==> src/rtl/mux2x1_pkg.sv <==
// Shared defaults and select encoding for the registered 2:1 mux.
package mux2x1_pkg;

    localparam int DATAWIDTH_DEF = 8;
    localparam int CNTWIDTH_DEF  = 16;

    localparam logic SEL_A = 1'b0;
    localparam logic SEL_B = 1'b1;

endpackage

==> src/rtl/mux2x1_sat_counter.sv <==
// Up-counter that sticks at all-ones instead of wrapping.
module sat_counter #(
    parameter int CNTWIDTH = 16
) (
    input  logic                clk,
    input  logic                rst,
    input  logic                inc,
    output logic [CNTWIDTH-1:0] cnt
);

    always_ff @(posedge clk) begin
        if (rst) begin
            cnt <= '0;
        end else if (inc && (cnt != {CNTWIDTH{1'b1}})) begin
            cnt <= cnt + 1'b1;
        end
    end

endmodule

==> src/rtl/mux2x1.sv <==
// Registered 2:1 mux with per-source capture counters.
// Optional even-parity output d_par is built when MUX2X1_PARITY_EN is defined.
module mux2x1
    import mux2x1_pkg::*;
#(
    parameter int DATAWIDTH = DATAWIDTH_DEF,
    parameter int CNTWIDTH  = CNTWIDTH_DEF
) (
    input  logic                 clk,
    input  logic                 rst,
    input  logic [DATAWIDTH-1:0] a,
    input  logic [DATAWIDTH-1:0] b,
    input  logic                 sel,
    input  logic                 en,
    output logic [DATAWIDTH-1:0] d,
    output logic                 d_valid,
    output logic                 sel_q,
    output logic [CNTWIDTH-1:0]  cnt_a,
    output logic [CNTWIDTH-1:0]  cnt_b
`ifdef MUX2X1_PARITY_EN
    ,
    output logic                 d_par
`endif
);

    logic                 take_b;
    logic [DATAWIDTH-1:0] d_next;

    // Anything other than a clean 1 on sel selects source a.
    always_comb begin
        take_b = SEL_A;
        if (sel == SEL_B) begin
            take_b = SEL_B;
        end
        d_next = take_b ? b : a;
    end

    always_ff @(posedge clk) begin
        if (rst) begin
            d       <= '0;
            d_valid <= 1'b0;
            sel_q   <= SEL_A;
        end else begin
            d_valid <= en;
            if (en) begin
                d     <= d_next;
                sel_q <= take_b;
            end
        end
    end

`ifdef MUX2X1_PARITY_EN
    always_ff @(posedge clk) begin
        if (rst) begin
            d_par <= 1'b0;
        end else if (en) begin
            d_par <= ^d_next;
        end
    end
`endif

    sat_counter #(.CNTWIDTH(CNTWIDTH)) u_cnt_a (
        .clk (clk),
        .rst (rst),
        .inc (en & ~take_b),
        .cnt (cnt_a)
    );

    sat_counter #(.CNTWIDTH(CNTWIDTH)) u_cnt_b (
        .clk (clk),
        .rst (rst),
        .inc (en & take_b),
        .cnt (cnt_b)
    );

endmodule

==> config.mk <==
export PLATFORM = sky130hd
export DESIGN_NAME = mux2x1
export DESIGN_NICKNAME = d
export VERILOG_FILES = /design/src/rtl/mux2x1_pkg.sv /design/src/rtl/mux2x1_sat_counter.sv /design/src/rtl/mux2x1.sv
export SDC_FILE = /design/constraint.sdc
export NUM_CORES = 1
export LEC_CHECK = 0
export ABC_AREA = 1
export CELL_PAD_IN_SITES_DETAIL_PLACEMENT = 0
export CELL_PAD_IN_SITES_GLOBAL_PLACEMENT = 1
export CORE_ASPECT_RATIO = 0.6
export CORE_MARGIN = 3
export CORE_UTILIZATION = 30
export CTS_BUF_LIST = sky130_fd_sc_hd__clkbuf_4 sky130_fd_sc_hd__clkbuf_8 sky130_fd_sc_hd__clkbuf_16
export CTS_CLUSTER_DIAMETER = 200
export DETAILED_ROUTE_END_ITERATION = 7
export HOLD_SLACK_MARGIN = 0.08
export MAX_ROUTING_LAYER = met4
export PLACE_DENSITY_LB_ADDON = 0.05
export RECOVER_POWER = 25
export SETUP_SLACK_MARGIN = 0.3
export SYNTH_ARGS = -nofsm -noshare
export SYNTH_HDL_FRONTEND = slang
export SYNTH_SLANG_ARGS = --single-unit
==> constraint.sdc <==
create_clock -name clk -period 2.3 [get_ports clk]
set_input_delay 0.345 -clock clk [delete_from_list [all_inputs] [get_ports clk]]
set_output_delay 0.345 -clock clk [all_outputs]
set_load 0.02 [all_outputs]
* Word level (Yosys, flattened, before mapping) *
Index checks and enable logic that the tools add are counted.

storage, ports and cells
  bits in registers = 42
  bits of input ports = 20
  output and inout port bits = 42
  logic and storage cells = 16

cells by class
  $add $sub $neg = 2
  equal/unequal tests = 2
  mux-type cells = 2
  bitwise gates (word level) = 3
  reduce and logical (&&, ||, !) cells = 2

operators with widths
  cell                                                             count
  16-bit by 1-bit adder with 16-bit output, second input constant  2
  16-bit != test, second input constant                            2
  8-bit two-way mux                                                1
  1-bit AND                                                        2
  1-bit logical AND                                                2
  1-bit two-way mux                                                1
  1-bit NOT                                                        1

* Longest topological paths before layout *
Gate-level depths: netlist of run 1.

  depth after elaboration = 4
  mapped depth = 9

* Cells and area by module *
From an unflattened synthesis of run 1, not the netlist that was laid out.

unflattened totals
  cell total of the unflattened synthesis = 368
  area, all modules = 2442.3 µm²

by module, submodules not included
  module       times used  cells each  area an instance (µm²)  seq. area each (µm²)
  sat_counter  2           149         929.6                   320.3
  mux2x1       1           70          583.1                   200.2

* Worst setup path after synthesis of run 1 *
No wires, ideal clock.

  path kind = register to register
  from = register u_cnt_a.cnt[1]
  to = register u_cnt_a.cnt[15]
  library setup time = 0.115 ns
  data arrival time = 1.442 ns
  required time = 2.185 ns
  setup slack = 0.743 ns
  cell stages (with the launch flop) = 8
  buffers on the path = 1
  clock period less this slack = 1.557 ns
  cells stage by stage = dfxtp_1 -> ha_1 -> nand2_1 -> nor2_4 -> nand4_4 -> buf_6 -> a21oi_1 -> nor2_1

on the way
  longest elaborated chain between the ends = 2

ends and longest elaborated chain
  item                                                                                              line                      RTL
  start, declared                                                                                   mux2x1_sat_counter.sv:8   output logic [CNTWIDTH-1:0] cnt
  start signal, assigned                                                                            mux2x1_sat_counter.sv:15  cnt <= cnt + 1'b1;
  parallel branches: the longest is 2 deep, another holds 16-bit by 1-bit adder with 16-bit output  n/a

Parallel ways; which one is timed is not known.
A chain may end at the register's enable or synchronous reset.

* Worst setup path after layout of run 1 *
  from = input en
  to = register u_cnt_a.cnt[13]

on the way
  longest elaborated chain between the ends = 2

ends and longest elaborated chain
  item               line                      RTL
  start, declared    mux2x1.sv:14              input logic en,
  1-bit AND          mux2x1.sv:65              .inc (en & ~take_b),
  1-bit logical AND  mux2x1_sat_counter.sv:14  end else if (inc && (cnt != {CNTWIDTH{1'b1}})) begin

Every way passes these cells.

==> results of run 1 <==
cell usage after synthesis, drive strengths merged:
| cell | number | area share |
|---|---|---|
| and2 | 1 | 0.0026 |
| dfxtp | 42 | 0.36 |
| ha | 2 | 0.011 |
| clkbuf | 1 | 0.0016 |
| clkinv | 3 | 0.0048 |
| o21ai | 9 | 0.021 |
| inv | 31 | 0.049 |
| a21oi | 19 | 0.040 |
| buf | 6 | 0.020 |
| nand3 | 36 | 0.090 |
| nor2 | 89 | 0.17 |
| nand4 | 5 | 0.020 |
| nor3b | 1 | 0.0032 |
| nand2 | 122 | 0.20 |
| nor3 | 3 | 0.0063 |
| xor2 | 1 | 0.0037 |
worst reg2reg max path, delay by kind of cell (launching register included):
family,cells,cell delay (ns)
and+or+nand+nor,4,0.82
DFF,1,0.40
AOI/OAI and AO/OA,1,0.21
adders and majority gates,1,0.19
how the worst min path moves through the flow:
stage                                  to            from  cells past startpoint
after floorplan           u_cnt_a.cnt[11]             rst                      1
after detailed placement   u_cnt_b.cnt[8]  u_cnt_b.cnt[8]                      2
after global routing       u_cnt_b.cnt[8]  u_cnt_b.cnt[8]                      2
final                      u_cnt_b.cnt[8]  u_cnt_b.cnt[8]                      2
after global placement     u_cnt_b.cnt[8]  u_cnt_b.cnt[8]                      2
after CTS                  u_cnt_b.cnt[8]  u_cnt_b.cnt[8]                      2
flip-flops by register name, indices dropped and copies added, names as in the netlist:
signal and cells:
u_cnt_a.cnt 16, u_cnt_b.cnt 16, d 8, d_valid 1, sel_q 1
metal layers:
| metal | part of all wire | vias to the layer above | global-route usage |
|---|---|---|---|
| met5 | 0 | - | - |
| met4 | 0.0039 | 0 | 0.0302 |
| met3 | 0.070 | 2 | 0.0511 |
| met2 | 0.35 | 62 | 0.205 |
| met1 | 0.58 | 1029 | 0.258 |
| li1 | - | 1293 | - |
through the flow:
stage                     utilization  hold WS [ns]  total power [mW]
after floorplan                     -         0.414             0.852
after global placement          0.413         0.487             0.941
after detailed placement        0.413         0.494             0.940
after CTS                       0.434         0.504              1.69
after global routing            0.432         0.556              1.72
final                           0.432         0.510              1.65
cell families after synthesis:
group / Yosys count
AOI/OAI and AO/OA: 28
xor gates and xnor gates: 1
adders and majority gates: 2
buffers and inverters: 41
DFF: 42
and+or+nand+nor: 257
cell type report:
class	count	area, sq um
fill	812	4230
inverter	34	128
clock buffer	7	146
tap	104	130
timing repair buffer	64	633
clock inverter	1	5.00
multi-input combinational	288	1330
sequential	42	841
report_power, final:
group	switching, mW	internal, mW
clock network	0.291	0.443
registers	0.0118	0.744
logic	0.0876	0.0750
total	0.391	1.26
==> results.cfg, run 1 <==
[yosys]
synth-compound-area-share = 0.0608
synth_xor_area_frac = 0.00370
yosys_warnings = 0
synth_nets = 393
synthMuxAreaShare = 0
syn_area_per_cell_sq_um = 6.38
synth_top_family_by_area = simple AND/OR/NAND/NOR gates
syn_area_sq_mm = 0.00237
synth_cell_types = 27
synth-simple-area-share = 0.494
postSynthCellCount = 371
synth-adder-area-share = 0.0106
ys_seq_elements = 42
synth-seq-area-share = 0.355

[clocking]
cts_root_buf = clkbuf_16
postCtsHoldBufs = 0
ctsHtreeMaxLevel = 2
clock_sinks = 42
cts_tree = yes
cts_max_path_buffers = 2
numCtsBuffers = 5
cts_resized = 0
path_clk_slew_ns = 0.06
cts_setup_buffers = 0
clkLatencyLatePin_ns = 0.28

[route]
ant_nets = 0
vias = 2386
detail_route.first_pass.iterations = 4
finalWirelength_microns = 7000
via_per_inst = 4.42
wl_per_cell_microns = 13.0
drc = 0
drt_iter0_drc = 163

[layout]
final_common_cell = nand2_1
instances_no_fill = 540
fin_nets = 457
layout_common_cells = nand2_1, nor2_1, clkdlybuf4s50_1
area_growth_pct = 35.8
design_area_sq_mm = 0.00322
drive_above_1_share = 0.0780
diodes = 0

[critical_path]
worstSetupPathDepth = 8
startpoint = en
required_ns = 2.48
crit_path_end = u_cnt_a.cnt[13]
cp-start-kind = primary input
cpLargestDelayFamily = simple AND/OR/NAND/NOR gates
critPathArrivalTime_ns = 2.06
reg2reg_to = u_cnt_b.cnt[15]
crit_top_cell = nand2_1
worstSetupPathType = in2reg
path_cells = dlygate4sd3_1 > nand2_1 > nor2_2 > nand2_1 > nor2_1 > nand3_2 > nand2_1 > nor2_1
cp_slowest_cell = dlygate4sd3_1
cp_num_buf_inv = 1
crit_fanout = 8
reg2reg_setup_slack_ns = 0.58
crit_path_max_incr_delay_ns = 0.61
end_kind = flop
rr_startpoint = u_cnt_b.cnt[0]
reg2reg_depth = 6

[sta]
post-route-period-util = 0.821
skew_ns = 0.00365
final.setup.worst_slack_ns = 0.413
finalHoldViolCount = 0
maxSlewHeadroom = 0.715
rsz0062_at_grt = false
setup_tns_ns = 0
fin_crit_ns = 1.89
setup_viol = 0
fmax_ghz = 0.530
tightest_slew_ns = 0.427
maxSlewViolCount = 0

[placement]
place_congestion = 0.806
port_buffers = 61
dp_cells = 532
dp_hpwl_microns = 5270
placed_area_sq_mm = 0.00308
post-place-ws_ns = 0.324

[global_routing]
first_global_vias = 2148
grt_pass1_wl_microns = 11400
grt_max_degree = 37
grt_overflow = 0
track_usage = 0.167
grt_antenna_before_repair = 0

[pwr]
p_per_area_mw_per_mm2 = 514
leakagePower_nw = 1.28
worst_ir_drop_vdd_uv = 244

[floorplan]
dieHeight_microns = 74.8
row_count = 24
core_sq_mm = 0.00745
die_w_microns = 121
dieArea_sq_mm = 0.00903
start_util = 0.318
io_pins = 62

[run]
drv_cap = 0

[min_path]
min_path_type = reg2reg

[run_status]
status = complete, no violations
(Power assumes the default switching activity.)
==> inputs of run 2 (changes only) <==
clock period = 1.8 ns   (was 2.3 ns; I/O delays follow)
==> run 2 against run 1 <==
  * First-iteration DRC count up 20%
  * Critical endpoint is now u_cnt_a.cnt[10]
  * Final cell count grew 3.3%
  * Register-to-register slack worse by 0.36 ns
  * Die area stayed put
  * Core utilization is 4.0 points higher
  * Setup slack lost 0.19 ns
  * Largest power group unchanged
  * Clock-buffer cell count unchanged
  * Clock power increased by 29%
  * Worst hold slack got worse by 0.13 ns
  * Cell area up 9.3%
  * Sequential power increased by 28%
  * Sequential share of layout area shrank 1.8 points
==> results.cfg, run 2 (synthesized netlist as in run 1, its figures left out) <==
[layout]
final_common_cell = nand2_1
layout_common_cells = nand2_1, nor2_1, dlygate4sd2_1
regArea_sq_um = 857
drive_above_1_share = 0.192
instances_no_fill = 558
multi_input_area_sq_mm = 0.00153
finish.utilization = 0.472
fin_nets = 474
area_growth_pct = 48.5
top_regs = u_cnt_a.cnt x16, u_cnt_b.cnt x16, d x8
fill_cells = 795

[route]
wl_per_cell_microns = 13.2
detail_route.first_pass.iterations = 5
drc = 0
vias = 2566
ant_nets = 0
drt_iter0_drc = 195
via_per_inst = 4.60
finalWirelength_microns = 7350

[floorplan]
core_sq_mm = 0.00745
io_pins = 62
start_util = 0.318
die_w_microns = 121
dieArea_sq_mm = 0.00903
dieHeight_microns = 74.8
row_count = 24

[global_routing]
grt_antenna_before_repair = 1
first_global_vias = 2116
track_usage = 0.165
grt_overflow = 0
grt_pass1_wl_microns = 11200
grt_max_degree = 37

[min_path]
min_path_type = in2reg

[placement]
dp_hpwl_microns = 5230
port_buffers = 61
dp_cells = 535
place_congestion = 0.832

[sta]
rsz0062_at_grt = true
setup_viol = 0
skew_ns = 0.00676
post-route-period-util = 0.878
maxSlewHeadroom = 0.717
maxSlewViolCount = 0
finalHoldViolCount = 0
fmax_ghz = 0.632
holdWs_ns = 0.384
fin_crit_ns = 1.58
tightest_slew_ns = 0.424
setup_tns_ns = 0

[clocking]
ctsHtreeMaxLevel = 2
numCtsBuffers = 5
clock_sinks = 42
clkLatencyLatePin_ns = 0.29
cts_root_buf = clkbuf_16
cts_tree = yes
path_clk_slew_ns = 0.06
cts_max_path_buffers = 2
postCtsHoldBufs = 0

[run_status]
status = complete, no violations

[critical_path]
cp-start-kind = flop
cp_slowest_cell = dfxtp_1
path_cells = ha_4 > nand2_4 > nor2_4 > buf_6 > nand4_4 > nand2_1 > nand2_1 > nand2_1 > nor2_1
critPathArrivalTime_ns = 1.75
required_ns = 1.96
end_kind = flop
cpLargestDelayFamily = simple AND/OR/NAND/NOR gates
crit_fanout = 8
worstSetupPathType = reg2reg
cp_num_buf_inv = 1
crit_top_cell = nand2_1
crit_path_max_incr_delay_ns = 0.45

[run]
drv_cap = 0

[pwr]
p_per_area_mw_per_mm2 = 606
fin_total_pwr_mw = 2.13
worst_ir_drop_vdd_uv = 362
leakagePower_nw = 1.59
[run 2: cell count changes in the layout (fill, tap and decap cells not counted), sizes merged]
cell / change
buf: +15
dlygate4sd2: +42
clkbuf: +1
diode: +1
dlymetal6s2s: +1
nand4: +1
clkdlybuf4s50: -29
dlygate4sd3: -14
[run 2: layer usage]
metal	part of all wire	track usage
met5	0	-
met4	0.0059	0.0302
met3	0.085	0.0571
met2	0.34	0.194
met1	0.57	0.258
[run 2: where the power goes]
part	switching, mW	internal (mW)	leakage, nW
Combinational	0.118	0.0969	1.16
Clock	0.384	0.566	0.0773
Sequential	0.0159	0.950	0.347
[run 2: repair_timing]
item                       4_1_cts  5_1_grt
pin swaps                        0       17
gates resized for setup         48       54
setup buffers                    1       12
cloned                           0        1
setup endpoints to repair       61       30
[run 2: final cells by class]
class	instances	area share
diodes	1	0.000712
clock buffers	7	0.0417
clock inverters	1	0.00142
inverters	34	0.0363
multi-input cells	289	0.434
flip-flops and latches	42	0.244
well taps	104	0.0370
repair buffers	80	0.205
[run 2: path summary, 6_finish.rpt]
check,from,end,slack (ns),cells after the start
setup / recovery,u_cnt_a.cnt[0],u_cnt_a.cnt[10],0.22,9
hold / removal,en,sel_q,0.38,3
setup reg to reg,u_cnt_a.cnt[0],u_cnt_a.cnt[10],0.22,9
hold reg to reg,u_cnt_b.cnt[8],u_cnt_b.cnt[8],0.50,2
[run 2: worst reg2reg max path, cell delays in order (launching register included)]
cell and delay (ns):
dfxtp_1 0.45, ha_4 0.19, nand2_4 0.06, nor2_4 0.18, buf_6 0.14, nand4_4 0.19
nand2_1 0.12, nand2_1 0.05, nand2_1 0.05, nor2_1 0.03
[run 2: through the flow]
stage                     setup WS (ns)  area, sq um
after floorplan                   0.354         2370
after global placement           0.0658         3120
after detailed placement         0.0481         3120
after CTS                         0.275         3250
after global routing              0.149         3510
final                             0.219         3510
==> inputs of run 3 (changes only) <==
CAP_MARGIN = 20   (was unset)
MAX_ROUTING_LAYER = unset   (was met4)
==> run 3 against run 2 <==
  * Register-to-register slack about the same
  * Sequential cell count unchanged
  * Cell area unchanged
  * Worst hold slack improved by 0.0028 ns
  * Final cell count unchanged
  * Critical path depth unchanged
  * Combinational power about the same
  * Die area unchanged
  * Global-route usage decreased by 0.52 points
  * First-iteration DRC count increased by 3.1%
  * Critical path type unchanged
  * Largest power group unchanged
  * Highest routed layer unchanged
==> results.cfg, run 3 (synthesized netlist as in run 1, its figures left out) <==
[run_status]
status = complete, no violations

[layout]
top_regs = u_cnt_a.cnt x16, u_cnt_b.cnt x16, d x8
final_common_cell = nand2_1
instances_no_fill = 558
drive_above_1_share = 0.192
design_area_sq_mm = 0.00351
layout_common_cells = nand2_1, nor2_1, dlygate4sd2_1
fill_cells = 795
multi_input_area_sq_mm = 0.00153
fin_nets = 474
area_growth_pct = 48.5
regArea_sq_um = 857

[route]
finalWirelength_microns = 7340
ant_nets = 0
drt_iter0_drc = 201
via_per_inst = 4.55
wl_per_cell_microns = 13.2
vias = 2540
detail_route.first_pass.iterations = 5
drc = 0

[floorplan]
io_pins = 62
dieHeight_microns = 74.8
start_util = 0.318
row_count = 24
core_sq_mm = 0.00745
dieArea_sq_mm = 0.00903
die_w_microns = 121

[global_routing]
grt_max_degree = 37
track_usage = 0.160
grt_antenna_before_repair = 1
first_global_vias = 2107
grt_pass1_wl_microns = 11200
grt_overflow = 0

[critical_path]
worstSetupPathType = reg2reg
reg2reg_depth = 9
cp_slowest_cell = dfxtp_1
end_kind = flop
crit_path_max_incr_delay_ns = 0.45
crit_fanout = 8
cpLargestDelayFamily = simple AND/OR/NAND/NOR gates
path_cells = ha_4 > nand2_4 > nor2_4 > buf_6 > nand4_4 > nand2_1 > nand2_1 > nand2_1 > nor2_1
cp-start-kind = flop
crit_top_cell = nand2_1
required_ns = 1.96
critPathArrivalTime_ns = 1.75
cp_num_buf_inv = 1
worstSetupPathDepth = 9

[clocking]
ctsHtreeMaxLevel = 2
clock_sinks = 42
cts_root_buf = clkbuf_16
clkLatencyLatePin_ns = 0.29
cts_tree = yes
cts_max_path_buffers = 2
path_clk_slew_ns = 0.07
numCtsBuffers = 5

[sta]
skew_ns = 0.00609
post-route-period-util = 0.881
fmax_ghz = 0.631
finalHoldViolCount = 0
setup_viol = 0
fin_crit_ns = 1.59
tightest_slew_ns = 0.424
maxSlewHeadroom = 0.717
rsz0062_at_grt = true
setup_tns_ns = 0
final.setup.worst_slack_ns = 0.214
holdWs_ns = 0.387
maxSlewViolCount = 0

[min_path]
min_path_type = in2reg
min_path_cells = 3

[pwr]
leakagePower_nw = 1.59
p_per_area_mw_per_mm2 = 606
worst_ir_drop_vdd_uv = 364

[placement]
dp_cells = 535
post-place-ws_ns = 0.0481
port_buffers = 61
place_congestion = 0.819
placed_area_sq_mm = 0.00312
dp_hpwl_microns = 5230

[run]
drv_cap = 0
-- run 3: area by class of cell --
class | instances | area share
flip-flops and latches | 42 | 0.244
repair buffers | 80 | 0.205
well taps | 104 | 0.0370
inverters | 34 | 0.0363
diodes | 1 | 0.000712
multi-input cells | 289 | 0.434
clock inverters | 1 | 0.00142
clock buffers | 7 | 0.0417
-- run 3: tightest hold or removal path: stages --
cell and delay, ns:
dlymetal6s2s_1 0.19, o21ai_0 0.10, nor2_1 0.07
-- run 3: repair_timing --
action	in CTS	in global routing
buffers inserted	1	12
gates cloned	0	1
gates resized for setup	48	54
endpoints found under the setup margin	61	30
pin swaps	0	17
hold buffers	0	0
-- run 3: final timing paths --
check,start,end,slack (ns)
min,en,sel_q,0.39
max reg2reg,u_cnt_a.cnt[0],u_cnt_a.cnt[10],0.21
max,u_cnt_a.cnt[0],u_cnt_a.cnt[10],0.21
min reg2reg,u_cnt_b.cnt[8],u_cnt_b.cnt[8],0.50
-- run 3: power by group --
group | switching (mW) | internal (mW) | leakage (nW)
Sequential | 0.0159 | 0.950 | 0.347
Clock | 0.384 | 0.566 | 0.0773
Combinational | 0.119 | 0.0969 | 1.16
-- run 3: per-layer routing --
layer  routed length, microns  track usage
met2                     2530        0.194
met4                       42       0.0302
met3                      792       0.0661
met1                     3980        0.252
met5                        0            0
-- run 3: stage by stage --
stage,util,power (mW)
6_report,0.472,2.13
5_1_grt,0.472,2.22
4_1_cts,0.436,2.16
3_5_place_dp,0.419,1.21
3_3_place_gp,0.419,1.21
2_1_floorplan,-,1.09
